File: config.mk
export PLATFORM = sky130hd
export DESIGN_NAME = gray_counter_n_flat
export DESIGN_NICKNAME = d
export VERILOG_FILES = /design/src/rtl/gray_counter_n_if.sv /design/src/rtl/gray_counter_n.sv /design/src/flat_wrapper.sv
export SDC_FILE = /design/constraint.sdc
export NUM_CORES = 1
export LEC_CHECK = 0
export BUFFER_PORTS_ARGS = -buffer_cell sky130_fd_sc_hd__buf_2
export CORE_AREA = 4 4 41 43
export CTS_CLUSTER_DIAMETER = 30
export DETAILED_ROUTE_END_ITERATION = 7
export DIE_AREA = 0 0 45 47
export GPL_TIMING_DRIVEN = 1
export SETUP_SLACK_MARGIN = 0.3
export SLEW_MARGIN = 20
export SYNTH_ARGS = -nofsm -noshare
export SYNTH_HDL_FRONTEND = slang
export SYNTH_SLANG_ARGS = --single-unit
File: constraint.sdc
create_clock -name Clk -period 2 [get_ports Clk]
set_input_delay 0.2 -clock Clk [delete_from_list [all_inputs] [get_ports Clk]]
set_output_delay 0.2 -clock Clk [all_outputs]
set_load 0.005 [all_outputs]
File: src/rtl/gray_counter_n_if.sv
// Control and status bundle for the Gray-code counter.
// The master drives the commands; the slave (the counter) returns the count and flags.
interface gray_counter_n_if #(
  parameter int WIDTH = 3
);
  logic             En;
  logic             Up;
  logic             Load;
  logic [WIDTH-1:0] LoadGray;
  logic             ClrFlag;
  logic [WIDTH-1:0] Output;
  logic [WIDTH-1:0] Binary;
  logic             Overflow;
  logic             Underflow;
  logic             Wrap;

  modport master (
    output En,
    output Up,
    output Load,
    output LoadGray,
    output ClrFlag,
    input  Output,
    input  Binary,
    input  Overflow,
    input  Underflow,
    input  Wrap
  );

  modport slave (
    input  En,
    input  Up,
    input  Load,
    input  LoadGray,
    input  ClrFlag,
    output Output,
    output Binary,
    output Overflow,
    output Underflow,
    output Wrap
  );
endinterface

File: src/rtl/gray_counter_n.sv
// Up/down counter with binary state and Gray-coded view.
// Wrapping or saturating ends, sticky overflow/underflow flags and a wrap pulse.
module gray_counter_n #(
  parameter int WIDTH    = 3,
  parameter bit SATURATE = 1'b0
) (
  input logic             Clk,
  input logic             Reset,
  gray_counter_n_if.slave bus
);

  localparam logic [WIDTH-1:0] MAX  = '1;
  localparam logic [WIDTH-1:0] ZERO = '0;
  localparam logic [WIDTH-1:0] ONE  = WIDTH'(1);

  logic [WIDTH-1:0] b_q;
  logic [WIDTH-1:0] b_d;
  logic [WIDTH-1:0] load_bin;
  logic             ov_q;
  logic             ov_d;
  logic             un_q;
  logic             un_d;
  logic             wrap_q;
  logic             wrap_d;

  logic             do_load;
  logic             do_inc;
  logic             do_dec;
  logic             at_max;
  logic             at_zero;

  // Bit i of the binary value is the xor of Gray bits WIDTH-1 down to i.
  always_comb begin
    load_bin = '0;
    for (int i = 0; i < WIDTH; i++) begin
      load_bin[i] = ^(bus.LoadGray >> i);
    end
  end

  assign do_load = bus.Load;
  assign do_inc  = !bus.Load && bus.En && bus.Up;
  assign do_dec  = !bus.Load && bus.En && !bus.Up;
  assign at_max  = (b_q == MAX);
  assign at_zero = (b_q == ZERO);

  // A set event in the same cycle overrides ClrFlag for that flag.
  always_comb begin
    b_d    = b_q;
    ov_d   = ov_q && !bus.ClrFlag;
    un_d   = un_q && !bus.ClrFlag;
    wrap_d = 1'b0;
    unique case (1'b1)
      do_load: begin
        b_d = load_bin;
      end
      do_inc && !at_max: begin
        b_d = b_q + ONE;
      end
      do_inc && at_max: begin
        ov_d   = 1'b1;
        wrap_d = 1'b1;
        b_d    = SATURATE ? MAX : ZERO;
      end
      do_dec && !at_zero: begin
        b_d = b_q - ONE;
      end
      do_dec && at_zero: begin
        un_d   = 1'b1;
        wrap_d = 1'b1;
        b_d    = SATURATE ? ZERO : MAX;
      end
      default: begin
      end
    endcase
  end

  always_ff @(posedge Clk) begin
    if (Reset) begin
      b_q    <= '0;
      ov_q   <= 1'b0;
      un_q   <= 1'b0;
      wrap_q <= 1'b0;
    end else begin
      b_q    <= b_d;
      ov_q   <= ov_d;
      un_q   <= un_d;
      wrap_q <= wrap_d;
    end
  end

  assign bus.Output    = b_q ^ (b_q >> 1);
  assign bus.Binary    = b_q;
  assign bus.Overflow  = ov_q;
  assign bus.Underflow = un_q;
  assign bus.Wrap      = wrap_q;

endmodule

File: src/flat_wrapper.sv
// flat-port wrapper written by rule: the top's interface ports become plain ports
module gray_counter_n_flat 
#(
  parameter int WIDTH    = 3,
  parameter bit SATURATE = 1'b0
)
  (Clk, Reset, bus_En, bus_Up, bus_Load, bus_LoadGray, bus_ClrFlag, bus_Output, bus_Binary, bus_Overflow, bus_Underflow, bus_Wrap);
  gray_counter_n_if #(.WIDTH(WIDTH)) bus_i ();
  input logic Clk;
  input logic Reset;
  input wire logic [$bits(bus_i.En)-1:0] bus_En;
  input wire logic [$bits(bus_i.Up)-1:0] bus_Up;
  input wire logic [$bits(bus_i.Load)-1:0] bus_Load;
  input wire logic [$bits(bus_i.LoadGray)-1:0] bus_LoadGray;
  input wire logic [$bits(bus_i.ClrFlag)-1:0] bus_ClrFlag;
  output wire logic [$bits(bus_i.Output)-1:0] bus_Output;
  output wire logic [$bits(bus_i.Binary)-1:0] bus_Binary;
  output wire logic [$bits(bus_i.Overflow)-1:0] bus_Overflow;
  output wire logic [$bits(bus_i.Underflow)-1:0] bus_Underflow;
  output wire logic [$bits(bus_i.Wrap)-1:0] bus_Wrap;
  assign bus_i.En = bus_En;
  assign bus_i.Up = bus_Up;
  assign bus_i.Load = bus_Load;
  assign bus_i.LoadGray = bus_LoadGray;
  assign bus_i.ClrFlag = bus_ClrFlag;
  assign bus_Output = bus_i.Output;
  assign bus_Binary = bus_i.Binary;
  assign bus_Overflow = bus_i.Overflow;
  assign bus_Underflow = bus_i.Underflow;
  assign bus_Wrap = bus_i.Wrap;
  gray_counter_n #(.WIDTH(WIDTH), .SATURATE(SATURATE)) u_core (.Clk(Clk), .Reset(Reset), .bus(bus_i));
endmodule
; ---- Word-level counts from Yosys, hierarchy flattened
; Cells that the tools add are included.
[op_classes]
n_addsub = 2
n_eq_ne = 1
mux = 4
bitwise_logic = 1
reduce_logical = 20
[ops]
columns = cell, n
row1 = $pmux W3 S5, 1
row2 = $logic_and A1 B1 Y1, 9
row3 = $reduce_xor A3 Y1, 3
row4 = $logic_not A1 Y1, 5
row5 = $reduce_bool A5 Y1, 1
row6 = $add A3 B1 Y3 const B, 1
row7 = $eq A3 B3 Y1 const B, 1
row8 = $logic_not A3 Y1, 1
row9 = $mux W1, 3
row10 = $sub A3 B1 Y3 const B, 1
row11 = $xor A3 B2 Y3, 1
row12 = $reduce_or A2 Y1, 1
[word_totals]
register_bits = 6
input_bits = 9
wordCells = 32

; ---- Longest topological paths before layout
[logic_depth]
ltp_word = 6
depth_mapped = 8
depth_no_buf = 8

; ---- Worst setup path after synthesis
; Ideal clock, no wire load.
[synth_timing]
path_kind = register -> register
from = reg u_core.b_q[0], in the netlist u_core.bus.Binary[0]
to = reg u_core.b_q[1], in the netlist u_core.bus.Binary[1]
setup_time_ps = 125
arrival_ps = 1800
setup_slack_ps = 75
stages_incl_launch_ff = 8
cell_sequence = dfxtp_1 inv_1 ha_1 and2b_2 nor3_1 fa_1 a221oi_1 nor3_1
[synth_between]
elab_chain_len = 4
[synth_rtl]
columns = element, line
row1 = start: declaration, gray_counter_n.sv:16  ; logic [WIDTH-1:0] b_q;
row2 = start signal: assignment, gray_counter_n.sv:79  ; b_q <= '0;
row3 = start signal: assignment, gray_counter_n.sv:84  ; b_q <= b_d;
row4 = "parallel branches: the longest is 4 deep, another holds $sub A3 B1 Y3", --
; Parallel ways; which one is timed is not known.
; A chain may end at the register's enable or synchronous reset.

; ---- Worst setup path in the final report
; Ends and elaborated chain as after synthesis.

==> impl_metrics.csv <==
group,metric,value,unit
route,drtIter0Drc,5,
clocking,clkTransAtPathRegs,50,ps
synthesis,ys_warn_count,0,
power_and_ir_drop,p_sw,0.107,mW
clocking,clockBufferDepth,2,
sta,worst_pin_slew,521,ps
power_and_ir_drop,seqPwrFrac,0.360,
sta,skew,5.72,ps
power_and_ir_drop,ir_worst_vdd,0.000337,V
status,status,"completed",
global_routing,grt_pass1_vias,383,
sta,setup_viol,0,
setup_path,slowest_stage,"fa_1",
sta,maxClockFrequency,0.570,GHz
setup_path,path_class,"register to register",
power_and_ir_drop,p_per_area,647,nW/um^2
power_and_ir_drop,combPwrFrac,0.340,
sta,finalHoldViolations,0,
die,core.rowCount,13,
sta,finalCriticalPeriod,1750,ps
final_layout,multi_input_area,278,um^2
synthesis,synth.distinct_cells,22,
power_and_ir_drop,internal-power,0.258,mW
power_and_ir_drop,p_leak,0.257,nW
final_layout,fin_nets,81,
final_layout,diodes,0,
setup_path,start_kind,"register",
route,antenna_left,0,
setup_path,slowest_delay,450,ps
route,routed_via_density,4.94,
route,drc,0,
setup_path,critPathRequiredTime,2120,ps
clocking,cts_tree,"built",
clocking,h-tree-depth,1,
power_and_ir_drop,p_clk_frac,0.300,
sta,hold_ws,200,ps
final_layout,register_area,123,um^2
placement,dp.cells,78,
synthesis,avgSynthCellArea,8.93,um^2
route,drt_wl_total,968,um
die,core_area,1300,um^2
final_layout,drive_gt1_frac,0.493,
final_layout,final_cells,82,
setup_path,crit_fanout,2,
flow_run,drv_cap,0,
final_layout,final_cell_mix,"buf_2, nor3_1, a21oi_1, buf_4, dfxtp_1",
final_layout,final_common_cell,"buf_2",
global_routing,antenna_found_initial,0,
clocking,clkSinkCount,6,
sta,min_period_over_period,0.877,
sta,rsz0062_at_grt,"yes",
synthesis,syn_nets,56,
power_and_ir_drop,switching_share,0.293,
synthesis,yosysSeqAreaShare,0.306,
route,dr.pass1.iters,3,
die,ios,18,
synthesis,ys_ff_latch,6,
placement,port-buffer-count,17,
die,die_h,47,um
setup_path,path_cells,"inv_1 -> ha_2 -> and2b_2 -> nor3_4 -> fa_1 -> a221oi_2 -> nor3_1",
final_layout,fin_area,564,um^2
clocking,numCtsBuffers,3,
hold_path,worstHoldPathType,"input pin to register",
final_layout,synthToLayoutAreaGrowth,43.6,%
synthesis,synth_area,393,um^2
sta,fin_tns_setup,0,ps
placement,place_area,526,um^2
clocking,cts-root-buf,"clkbuf_4",
clocking,postCtsHoldBufs,0,
route,wire_per_inst,11.8,um
placement,place_congestion,0.758,
clocking,clock_latency,240,ps
global_routing,grt_pass1_wl,1650,um
die,fp.dieW,45,um
route,vias,405,
die,dieArea,2120,um^2
sta,maxSlewHeadroom,0.651,
setup_path,end_kind,"register",
global_routing,grt_max_degree,9,
final_layout,fillers,145,
synthesis,netlist_instances,44,
power_and_ir_drop,p_total,0.365,mW
global_routing,grt_overflow_total,0,
setup_path,crit_arrival,1870,ps
die,start_util,0.302,
global_routing,grt_usage,0.112,
sta,drv_slew,0,
critical path: cells and delay by family, from the launching register on:
family	cells	cell delay, ps
fa+ha+maj	2	620
compound gates	1	260
simple gates	3	370
buf+inv	1	50
flops	1	320
synth_stat cells (all sizes together):
| cell type | count | area, um^2 |
|---|---|---|
| nand3b | 1 | 7.51 |
| xor2 | 3 | 26.3 |
| ha | 2 | 25.0 |
| nand2b | 3 | 18.8 |
| o21ai | 1 | 5.00 |
| a211oi | 2 | 20.0 |
| and2b | 1 | 8.76 |
| nand3 | 1 | 5.00 |
| buf | 1 | 7.51 |
| dfxtp | 6 | 120 |
| nor3 | 8 | 40.0 |
| a221oi | 2 | 17.5 |
| nand2 | 1 | 3.75 |
| and2 | 1 | 8.76 |
| nor2b | 1 | 6.26 |
| fa | 1 | 20.0 |
| inv | 2 | 7.51 |
| a21oi | 5 | 28.8 |
| or3b | 1 | 8.76 |
| nor3b | 1 | 7.51 |
layout make-up:
type / count / area share
Multi-Input combinational cell: 35 / 0.492
Sequential cell: 6 / 0.217
Timing Repair Buffer: 21 / 0.204
Clock buffer: 3 / 0.0399
Tap cell: 15 / 0.0333
Inverter: 2 / 0.0133
final timing paths:
| check | startpoint | end | slack [ps] | depth (start not counted) |
|---|---|---|---|---|
| worst min-delay path | Reset | u_core.bus.Binary[2] | 200 | 2 |
| worst min register to register | u_core.bus.Overflow | u_core.bus.Overflow | 470 | 2 |
| worst max-delay path | u_core.bus.Binary[0] | u_core.bus.Binary[1] | 250 | 7 |
| worst max register to register | u_core.bus.Binary[0] | u_core.bus.Binary[1] | 250 | 7 |
metrics by stage:
step / utilization / worst slack, ps
after floorplan: - / 206
after global placement: 0.404 / 199
after detailed placement: 0.404 / 162
after CTS: 0.428 / 149
after global routing: 0.434 / 171
final: 0.434 / 246
metal layers:
layer | vias to the layer above | global-route usage | wire length (um)
li1 | 207 | - | -
met1 | 186 | 0.117 | 425
met2 | 12 | 0.195 | 491
met3 | 0 | 0.0460 | 51
met4 | 0 | 0.0526 | 0
met5 | - | 0 | 0
power groups by stage:
stage / clock network [mW] / logic (mW) / registers (mW)
floorplan: 0 / 0.0609 / 0.142
global placement: 0 / 0.116 / 0.134
detailed placement: 0 / 0.119 / 0.134
CTS: 0.115 / 0.123 / 0.132
global route: 0.126 / 0.139 / 0.132
finish: 0.109 / 0.124 / 0.132
flip-flops by register name (all words and copies together) (netlist names):
name                  count
u_core.bus.Overflow       1
u_core.bus.Underflow      1
u_core.bus.Binary         3
u_core.bus.Wrap           1
kinds of logic (layout without fill, tap and decap cells):
kind of cell	Yosys count	in the layout	share of synthesized area
xor+xnor	3	3	0.0669
buf+inv	3	26	0.0382
flops	6	6	0.306
simple gates	19	19	0.293
fa+ha+maj	3	3	0.115
compound gates	10	10	0.182
what timing repair did:
action / 4_1_cts / 5_1_grt
pin swaps: 2 / 4
endpoints found under the setup margin: 1 / 2
cloned: 0 / 0
gates resized for setup: 2 / 0
setup buffers: 0 / 1
No activity file was read; power rests on OpenSTA's default activity.
